===== src/rtl/adr_arb_mux.sv =====
`default_nettype none
// ============================================================================
// Module   : adr_arb_mux
// Purpose  : Registered N-channel address selector. It arbitrates in
//            round-robin or fixed-priority mode, holds the winning address
//            for HOLD cycles and pulses done in the last hold cycle.
// Revision : 1.0  initial release
// ============================================================================
module adr_arb_mux #(
  parameter int WIDTH = 16,
  parameter int NCH   = 4,
  parameter int HOLD  = 2
) (
  input  logic               clk,
  input  logic               reset,
  input  logic [NCH-1:0]     req,
  input  logic [NCH*WIDTH-1:0] adr_in,
  input  logic               fixed_mode,
  output logic [NCH-1:0]     gnt,
  output logic [WIDTH-1:0]   adr_out,
  output logic               adr_vld,
  output logic               done
);

  localparam int PW  = (NCH > 1) ? $clog2(NCH) : 1;
  localparam int PW1 = PW + 1;

  localparam logic [0:0] S_IDLE  = 1'b0;
  localparam logic [0:0] S_GRANT = 1'b1;

  logic [0:0]       state_q, state_d;
  logic [7:0]       cnt_q,   cnt_d;
  logic [PW-1:0]    ptr_q,   ptr_d;
  logic [NCH-1:0]   gnt_q,   gnt_d;
  logic [WIDTH-1:0] adr_q,   adr_d;

  logic             done_w;
  logic             arb_edge;
  logic [NCH-1:0]   elig;
  logic             win_found;
  logic [PW-1:0]    win_idx;
  logic [NCH-1:0]   win_onehot;
  logic [WIDTH-1:0] win_adr;

  // Channel index visited at step k of an upward search from pointer p,
  // wrapping modulo NCH (NCH need not be a power of two).
  function automatic logic [PW-1:0] rr_idx(input logic [PW-1:0] p, input int k);
    logic [PW:0] s;
    s = {1'b0, p} + PW1'(k);
    if (s >= PW1'(NCH)) s = s - PW1'(NCH);
    return s[PW-1:0];
  endfunction

  // State register: all architectural state, synchronous reset wins.
  always_ff @(posedge clk) begin
    if (reset) begin
      state_q <= S_IDLE;
      cnt_q   <= 8'd0;
      ptr_q   <= '0;
      gnt_q   <= '0;
      adr_q   <= '0;
    end else begin
      state_q <= state_d;
      cnt_q   <= cnt_d;
      ptr_q   <= ptr_d;
      gnt_q   <= gnt_d;
      adr_q   <= adr_d;
    end
  end

  // Arbiter: the channel finishing its hold is masked out at its done edge.
  always_comb begin
    elig      = req & (done_w ? ~gnt_q : {NCH{1'b1}});
    win_found = 1'b0;
    win_idx   = '0;
    for (int k = 0; k < NCH; k++) begin
      if (!win_found) begin
        if (fixed_mode) begin
          if (elig[PW'(k)]) begin
            win_found = 1'b1;
            win_idx   = PW'(k);
          end
        end else if (elig[rr_idx(ptr_q, k)]) begin
          win_found = 1'b1;
          win_idx   = rr_idx(ptr_q, k);
        end
      end
    end
    win_onehot = '0;
    win_adr    = '0;
    for (int i = 0; i < NCH; i++) begin
      if (PW'(i) == win_idx) begin
        win_onehot[i] = 1'b1;
        win_adr       = adr_in[i*WIDTH +: WIDTH];
      end
    end
  end

  // Next state: arbitrate when idle or at the done edge, otherwise count down.
  always_comb begin
    state_d  = state_q;
    cnt_d    = cnt_q;
    ptr_d    = ptr_q;
    gnt_d    = gnt_q;
    adr_d    = adr_q;
    arb_edge = (state_q == S_IDLE) || done_w;
    if (arb_edge) begin
      if (win_found) begin
        state_d = S_GRANT;
        cnt_d   = 8'(HOLD - 1);
        gnt_d   = win_onehot;
        adr_d   = win_adr;
        ptr_d   = (win_idx == PW'(NCH - 1)) ? '0 : win_idx + PW'(1);
      end else begin
        state_d = S_IDLE;
        cnt_d   = 8'd0;
        gnt_d   = '0;
      end
    end else begin
      cnt_d = cnt_q - 8'd1;
    end
  end

  // Outputs: done marks the last valid hold cycle.
  always_comb begin
    done_w  = (state_q == S_GRANT) && (cnt_q == 8'd0);
    done    = done_w;
    adr_vld = (state_q == S_GRANT);
    gnt     = gnt_q;
    adr_out = adr_q;
  end

endmodule
`default_nettype wire


===== config.mk =====
export PLATFORM = sky130hd
export DESIGN_NAME = adr_arb_mux
export DESIGN_NICKNAME = d
export VERILOG_FILES = /design/src/rtl/adr_arb_mux.sv
export SDC_FILE = /design/constraint.sdc
export NUM_CORES = 1
export LEC_CHECK = 0
export ABC_AREA = 1
export CAP_MARGIN = 10
export CORE_MARGIN = 8
export CORE_UTILIZATION = 35
export CTS_BUF_LIST = sky130_fd_sc_hd__clkbuf_8
export CTS_CLUSTER_DIAMETER = 50
export DETAILED_ROUTE_END_ITERATION = 7
export DONT_BUFFER_PORTS = 1
export SYNTH_ARGS = -nofsm -noshare
export SYNTH_HDL_FRONTEND = slang
export SYNTH_SLANG_ARGS = --single-unit

===== constraint.sdc =====
create_clock -name clk -period 6 [get_ports clk]
set_input_delay 1.2 -clock clk [delete_from_list [all_inputs] [get_ports clk]]
set_output_delay 1.2 -clock clk [all_outputs]
set_load 0.03 [all_outputs]

# After elaboration in Yosys (flattened, before gate mapping)
# Cells that the tools add are included.
# word_totals
register_bits	31
inputBits	71
out_inout_bits	22
elab_cells	92
# op_classes
addsub	9
magnitude_cmp	8
n_eq_ne	4
mux	58
bitwise	3
reduce_logical	5
# ops
cell	n
$mux 16	4
$mux 2	24
$mux 1	23
$lt 2x3->1 const B	4
$ge 3x3->1 const B	3
$bmux 1 s2	4
$logic_not 8->1	1
$mux 4	2
$mux 8	1
$sub 2x1->2 const B	4
$sub 8x1->8 const B	1
$add 2x2->3 const B	2
$and 4x4->4	1
$eq 2x2->1 const A	2
$not 4->4	1
$add 2x1->3 const B	1
$ge 2x3->1 const B	1
$add 2x1->2 const B	1
$eq 1x2->1 const A	1
$eq 2x2->1 const B	1
$logic_not 2->1	1
$reduce_and 2->1	1
$logic_and 1x1->1	1
$logic_or 1x1->1	1
$not 1->1	1

# Longest topological paths before layout
# Gate-level depths: netlist of run 1.
# logic_depth
depth_word	31
ltp_mapped	28
ltp_nobuf	26

# Least setup slack after synthesis of run 1
# Ideal clock, no wire load.
# synth_path
path_type	input -> register
start	in fixed_mode
end	reg adr_q[15] (netlist: adr_out[15])
setup_ns	0.116
arrival_ns	3.368
required_time_ns	5.884
slack_ns	2.516
path_stages	20
n_path_buf	2
cell_sequence	clkinv_1 nand3_1 nand2_1 nor2_4 nand3_1 nand2_1 inv_1 nand2_1 nand2_1 inv_1 ha_1 clkbuf_1 clkinv_1 clkbuf_1 nand3_1 nand2_1 o21ai_0 o21ai_0 o21ai_0 nor2_1
# synth_between
elab_chain_len	15
elab_cells_between_ends	27
cone_classes	3 x eq/ne; 22 x mux; 2 x reduce/logical
# synth_lines
item	line	source
start, declared	18	input logic fixed_mode,
$mux 2	78	if (fixed_mode) begin
$mux 2 (on tied branches)	83, 79	
$mux 2	78	
$mux 2	77	if (!win_found) begin
$mux 2	83	end else if (elig[rr_idx(ptr_q, k)]) begin
$mux 2	78	
$mux 2	77	
$mux 2	83	
$mux 2	78	
$mux 2	77	
$logic_not 2->1	92	if (PW'(i) == win_idx) begin
$mux 16 (4 in series)	92	
end signal, assigned	67	adr_q <= adr_d;
end, declared	35	logic [WIDTH-1:0] adr_q, adr_d;
# Several ways; a longest one is shown, not always the timed one.
# A chain may end at the register's enable or synchronous reset.

# Worst setup path after layout of run 1
# layout_path
start	reg cnt_q[0]
end	reg adr_q[15] (netlist: adr_out[15])
# layout_between
elab_chain_len	22
elab_cells_between_ends	47
cone_classes	3 x eq/ne; 38 x mux; 1 x bitwise; 5 x reduce/logical
# layout_lines
item	line	source
start, declared	32	logic [7:0] cnt_q, cnt_d;
start signal, assigned	64	cnt_q <= cnt_d;
$logic_not 8->1 *	126	done_w = (state_q == S_GRANT) && (cnt_q == 8'd0);
$logic_and 1x1->1 *	126	
$mux 4	73	elig = req & (done_w ? ~gnt_q : {NCH{1'b1}});
$and 4x4->4	73	
$bmux 1 s2	83	
$mux 1 (not written as such)	83	
$mux 2	83	
$mux 2	78	
[3 not listed]	n/a	
$mux 2	83	
$mux 2	78	
$mux 2	77	
$mux 2	83	
$mux 2	78	
$mux 2	77	
$logic_not 2->1	92	
$mux 16 (4 in series)	92	
# Every way passes the cells marked *; elsewhere a longest branch is shown, timed or not. The select of a mux whose other input is x is not followed.

==> metrics, run 1 <==
status completed; FILL cells 662; worst-case clock skew around 0.0060 ns; DRC Markers 0; Slowest cell on crit path clkinv_1; Via Count 2025; synthesized area approximately 0.0021 sq mm; Clk Latency, worst-skew pair 0.28 ns; GRT busiest layer met2; Via-to-Cell Ratio 5.153; die width 92.73 um; Post-synth top flop dfxtp_1; gp weighted congestion about 0.8; unrepaired setup endpoints after global routing false; first-pass GRT wire length ~9.3 mm; count of final setup violators 0; pre-CTS setup slack between 1.5 and 2 ns; TritonCTS buffer count 5; met1 Resource Use GR about 17%; setup_tns 0 ns; max_slew headroom 33.68%; GR met3 Demand/Resource under 10%; overall routing resource usage 13.52%; Multi-input gate area between 0.001 and 0.0015 sq mm; largest area contributor in the netlist dfxtp_1; I/O Buffers 0; net count of the mapped netlist between 400 and 500; dominant cells by area after synthesis dfxtp_1 (30%), o21ai_0 (12%), nand2_1 (12%); Post CTS Setup Buffer Count 0; Hold Path Class reg -> reg; Synth-to-Final Area Change 4.008%; largest net degree at the start of global routing 34; Finished Cell Area roughly 0.0021 sq mm; top-area cell type share of the netlist area a little under a third; CP Capture Type flip-flop; Seq/Total Area, Yosys between 30 and 40%; Post-synth top cells nand2_1 (64), o21ai_0 (50), nand3_1 (42), nor2_1 (42), dfxtp_1 (31); post_cts resized 0; vias in the first global route 1847; Synth Warn # 0; placed inst area ~0.0021 sq mm; Nets roughly 400; Critical Path AT 4.16 ns; # rows 28; area of the core 0.005816 sq mm; IR drop worst, VDD 0.2089 mV; cells after synthesis 329; crit-path most repeated cell nand2_1; clk slew on worst S/H paths 0.06 ns; post-route ant nets 0; final WL between 5 and 6 mm; Lkg Pwr between 0.9 and 1 nW; dpl hpwl about 4.7 mm; worst-path maximum fanout 17; FFs w/ async S/R, synth 0%; DR WL/cell about 15 um; top-count cell post-synth nand2_1; Iteration-0 DRC Markers 107; Synth Area per Inst ~6.3 sq um; Post-synth EDFFs 0; worst slew pin tran 0.9949 ns; Initial Utilization a little over a third; GR Util met2 21.10%; GR Overflow Total 0; drt pass-1 iters 4; initial antenna violation count 0; crit start category flip-flop; CP required just over 6 ns; minimum clock period roughly 4.0 ns; # diodes 0; max cap viols 0; Top delay family on crit path simple AND/OR/NAND/NOR gates; H-tree Lvls 2; CP bufs+invs 3; final worst-path setup slack between 2 and 2.5 ns; highest cell delay on the worst timing path approximately 0.57 ns; Hold Vio Cnt, Final 0; Hold WS approximately 0.45 ns; Pwr Density between 700 and 800 mW/mm^2; layout cells sized above 1 under 10%; CTS sink cnt 31; chip height 92.73 um; IO Count between 90 and 100; Fmax between 0.2 and 0.3 GHz; Final period util between 60% and 70%; Pins Over Slew Limit 0; CTS Hold Bufs 0; number of synthesized register bits 31; root buffer cell clkbuf_8; CTS tree yes; Reg area 620.6 sq um; critical path class reg -> reg; DIE AREA 0.008599 sq mm; Design Power around 1.6 mW; Cell variety after synth 25; maximum root-to-sink buffer count 2
## layout by cell type, fill, tap and decap left out
cell        count
nand2_1        64
o21ai_0        50
nor2_1         42
nand3_1        42
dfxtp_1        31
inv_1          23
a21oi_1        21
nand2_2         6
ha_1            6
clkbuf_8        5
xor2_1          4
or2_2           4
o21ai_1         4
nand3_2         3
nor2_4          2
clkinv_1        2
o22ai_1         2
nor2_2          1
nand4_1         1
nand3b_1        1
inv_2           1
a21oi_2         1
clkinvlp_4      1
clkinv_2        1
## layer usage
| metal | routed length (um) | share of wire (%) |
|---|---|---|
| met1 | 2807 | 47 |
| met3 | 352 | 5.9 |
| met2 | 2744 | 46 |
| met4 | 84 | 1.4 |
| met5 | 0 | 0 |
## logic make-up (layout without fill, tap and decap cells)
kind of cell    Yosys count  in the layout  synth area share (%)
compound gates           78             78                 19.25
buf+inv                  44             33                 9.229
fa+ha+maj                 6              6                 3.643
xor+xnor                  4              4                 1.700
simple gates            166            166                 36.07
flops                    31             31                 30.12
## registers in the layout, summed over array words and instances (netlist names)
signal and cells:
adr_vld 1, ptr_q 2, cnt_q 8, adr_out 16, gnt 4
## stage by stage
step | utilization, % | std cells
after floorplan | - | 329
after global placement | 35.39 | 385
after detailed placement | 35.39 | 385
after CTS | 36.85 | 393
after global routing | 36.85 | 393
final | 36.85 | 393
## cell type report
cell class | instances | area share [%]
Clock buffer | 5 | 3.211
Clock inverter | 3 | 0.7589
Inverter | 25 | 4.378
Sequential cell | 31 | 28.95
Multi-Input combinational cell | 254 | 58.32
Tap cell | 75 | 4.378
## power breakdown
group,switching [mW],total (mW),internal (mW)
clock,0.0787,0.158,0.0792
sequential,0.176,0.466,0.289
combinational,0.665,1.00,0.336
## path summary, 6_finish.rpt
path         slack (ns)  cells past startpoint     start     endpoint
max                2.01                     26  cnt_q[0]  adr_out[15]
min                0.45                      1  cnt_q[0]     cnt_q[0]
max reg2reg        2.01                     26  cnt_q[0]  adr_out[15]
min reg2reg        0.45                      1  cnt_q[0]     cnt_q[0]
Note: power is estimated with default switching activity, not from simulation.
==> inputs of run 2 (changes only) <==
--- a/config.mk
+++ b/config.mk
@@ -5,7 +5,7 @@
 export SDC_FILE = /design/constraint.sdc
 export NUM_CORES = 1
 export LEC_CHECK = 0
-export ABC_AREA = 1
+export ABC_AREA = 0
 export CAP_MARGIN = 10
 export CORE_MARGIN = 8
 export CORE_UTILIZATION = 35
==> constraint.sdc (replaced) <==
create_clock -name clk -period 3.5 [get_ports clk]
set_input_delay 0.7 -clock clk [delete_from_list [all_inputs] [get_ports clk]]
set_output_delay 0.7 -clock clk [all_outputs]
set_load 0.03 [all_outputs]
==> metrics, run 2 <==
status complete, but fails checks; violated checks negative setup slack; Initial Utilization a little over a third; H-tree Lvls 2; first-pass GRT wire length about 9.9 mm; CP required approximately 3.7 ns; post-route ant nets 0; Post-synth top cells dfxtp_1 (31), nor2_1 (31), a21oi_1 (29), nor3_1 (27), a211oi_1 (18); final worst-path setup slack -0.01502 ns; largest area contributor in the netlist dfxtp_1; commonest non-fill, non-tap cells in the layout nor2_1 (30), dfxtp_1 (28), buf_4 (28); gp weighted congestion approximately 0.83; Top delay family on crit path compound AO/OA/AOI/OAI gates; number of synthesized register bits 31; Hold WS roughly 0.47 ns; highest cell delay on the worst timing path around 0.50 ns; CTS tree yes; minimum clock period approximately 3.5 ns; final WL 6.886 mm; Via-to-Cell Ratio around 5.7; crit-path most repeated cell ha_4; max reg flops 16; Hold Path Class in -> reg; setup_tns -0.02055 ns; wl on met1 about 2.8 mm; synthesized area 0.002054 sq mm; largest net degree at the start of global routing 34; Critical Path AT ~3.7 ns; worst-path maximum fanout 5; crit start category flip-flop; clk slew on worst S/H paths 0.08 ns; Top Metal Used met4; DRC Markers 0; vias in the first global route about 1.9k; Pins Over Slew Limit 0; Synth Warn # 0; GR Overflow Total 0; drt pass-1 iters 4; placed cell count 342; Reg area approximately 620 sq um; dominant cells by area after synthesis dfxtp_1 (30%), a21oi_1 (7.1%), a211oi_1 (6.6%); dpl hpwl approximately 4.8 mm; Multi-input gate area between 0.0015 and 0.002 sq mm; CTS Hold Bufs 0; Lkg Pwr between 1 and 1.5 nW; met2 routed WL roughly 3.6 mm; Pwr Density 667.9 mW/mm^2; worst slew pin tran 0.5197 ns; Hold Vio Cnt, Final 0; max cap viols 0; Iteration-0 DRC Markers 136; CP bufs+invs 2; maximum root-to-sink buffer count 2; crit-path cells inv_2, ha_4, or4bb_4, o31ai_4, nand3b_1, a21boi_4, a2111oi_4, mux2_4, ha_4, nor2b_4, buf_8, a221oi_2, nor3_1, a21oi_1, a211oi_1; pre-CTS setup slack -0.2798 ns; IR drop worst, VDD roughly 0.26 mV; root buffer cell clkbuf_8; Final period util 100.4%; IO Count between 90 and 100; count of final setup violators 2; FILL cells approximately 560; Fmax about 0.28 GHz; Finished Layout Cells around 360; die width between 90 and 100 um; # rows 28; critical path class reg -> reg; overall routing resource usage ~15%; TritonCTS buffer count 5; Post-synth top flop dfxtp_1; Slowest cell on crit path or4bb_4; FFs w/ async S/R, synth 0%; Seq/Total Area, Yosys around 30%; chip height between 90 and 100 um; Via Count ~2k; # diodes 0; Nets 360; Synth-to-Final Area Change 34.29%; CP Capture Type flip-flop; max_slew headroom between 60 and 70%; layout cells sized above 1 32.04%; commonest non-fill, non-tap cell in the layout nor2_1; Post-synth EDFFs 0; Synth Area per Inst 7.812 sq um; top-area cell type share of the netlist area around 30%; Cell variety after synth 44; DR WL/cell about 19 um; Detail Route met3 WL 452 um; Design Power 1.843 mW; unrepaired setup endpoints after global routing true; area of the core roughly 0.0058 sq mm; I/O Buffers 0; cells after synthesis roughly 260; Clk Latency, worst-skew pair ~0.29 ns; worst-case clock skew about 0.007 ns; initial antenna violation count 0; net count of the mapped netlist between 300 and 400; DIE AREA approximately 0.0086 sq mm; CTS sink cnt 31
-- run 2: cell count changes after synthesis, moves of 6 or more --
cell / previous run / this run
a211oi_1: 0 / 18
nand2_2: 6 / 0
o21ai_0: 50 / 3
a21oi_1: 21 / 29
nand3_1: 42 / 7
nand2_1: 64 / 11
nor2_1: 42 / 31
nor3_1: 0 / 27
a221oi_1: 0 / 15
nor2b_1: 0 / 16
inv_1: 22 / 8
-- run 2: repair_timing --
item	in CTS	in global routing
pin swaps	1	15
endpoints found under the setup margin	15	16
cloned	0	1
buffers inserted	2	6
resized for setup	9	39
-- run 2: final cells by class --
cell class / count / share of cell area, %
repair buffers: 35 / 12.38
flip-flops and latches: 31 / 22.63
well taps: 75 / 3.401
clock buffers: 7 / 3.492
inverters: 8 / 1.088
multi-input cells: 202 / 56.73
clock inverters: 1 / 0.2721
-- run 2: per-stage QoR --
stage	util, %	instance area [sq um]
after global routing	47.73	2759
after detailed placement	40.11	2318
after CTS	42.94	2482
after floorplan	-	2090
final	47.73	2759
after global placement	40.11	2318
-- run 2: cells by family (layout without fill, tap and decap cells) --
logic type	Yosys count	in the layout	share of synthesized area (%)
simple gates	105	105	25.88
compound gates	81	81	28.75
flops	31	31	30.21
buf+inv	30	51	6.029
fa+ha+maj	6	6	3.654
xor+xnor	5	5	2.132
mux	5	5	3.349
-- run 2: path summary, 6_finish.rpt --
path	slack [ns]	depth (start not counted)	endpoint	start
setup / recovery	-0.02	15	adr_out[1]	cnt_q[1]
hold / removal	0.47	1	adr_out[9]	reset
setup reg to reg	-0.02	15	adr_out[1]	cnt_q[1]
hold reg to reg	0.53	2	cnt_q[0]	cnt_q[0]
-- run 2: worst register-to-register path, cell delays in order (launching register included) --
cell       delay, ns
dfxtp_2         0.33
inv_2           0.07
ha_4            0.14
or4bb_4         0.50
o31ai_4         0.26
nand3b_1        0.12
a21boi_4        0.17
a2111oi_4       0.42
mux2_4          0.36
ha_4            0.17
nor2b_4         0.14
buf_8           0.14
a221oi_2        0.23
nor3_1          0.07
a21oi_1         0.18
a211oi_1        0.09
-- run 2: routing by layer --
metal	global-route usage, %	vias to the layer above
met5	0	-
met4	5.101	0
met3	5.016	7
met2	25.15	59
met1	16.32	969
li1	-	1019
-- run 2: where the power goes --
part           total (mW)  switching [mW]  internal (mW)
combinational       0.907           0.459          0.448
clock               0.329           0.150          0.179
sequential          0.606           0.177          0.429
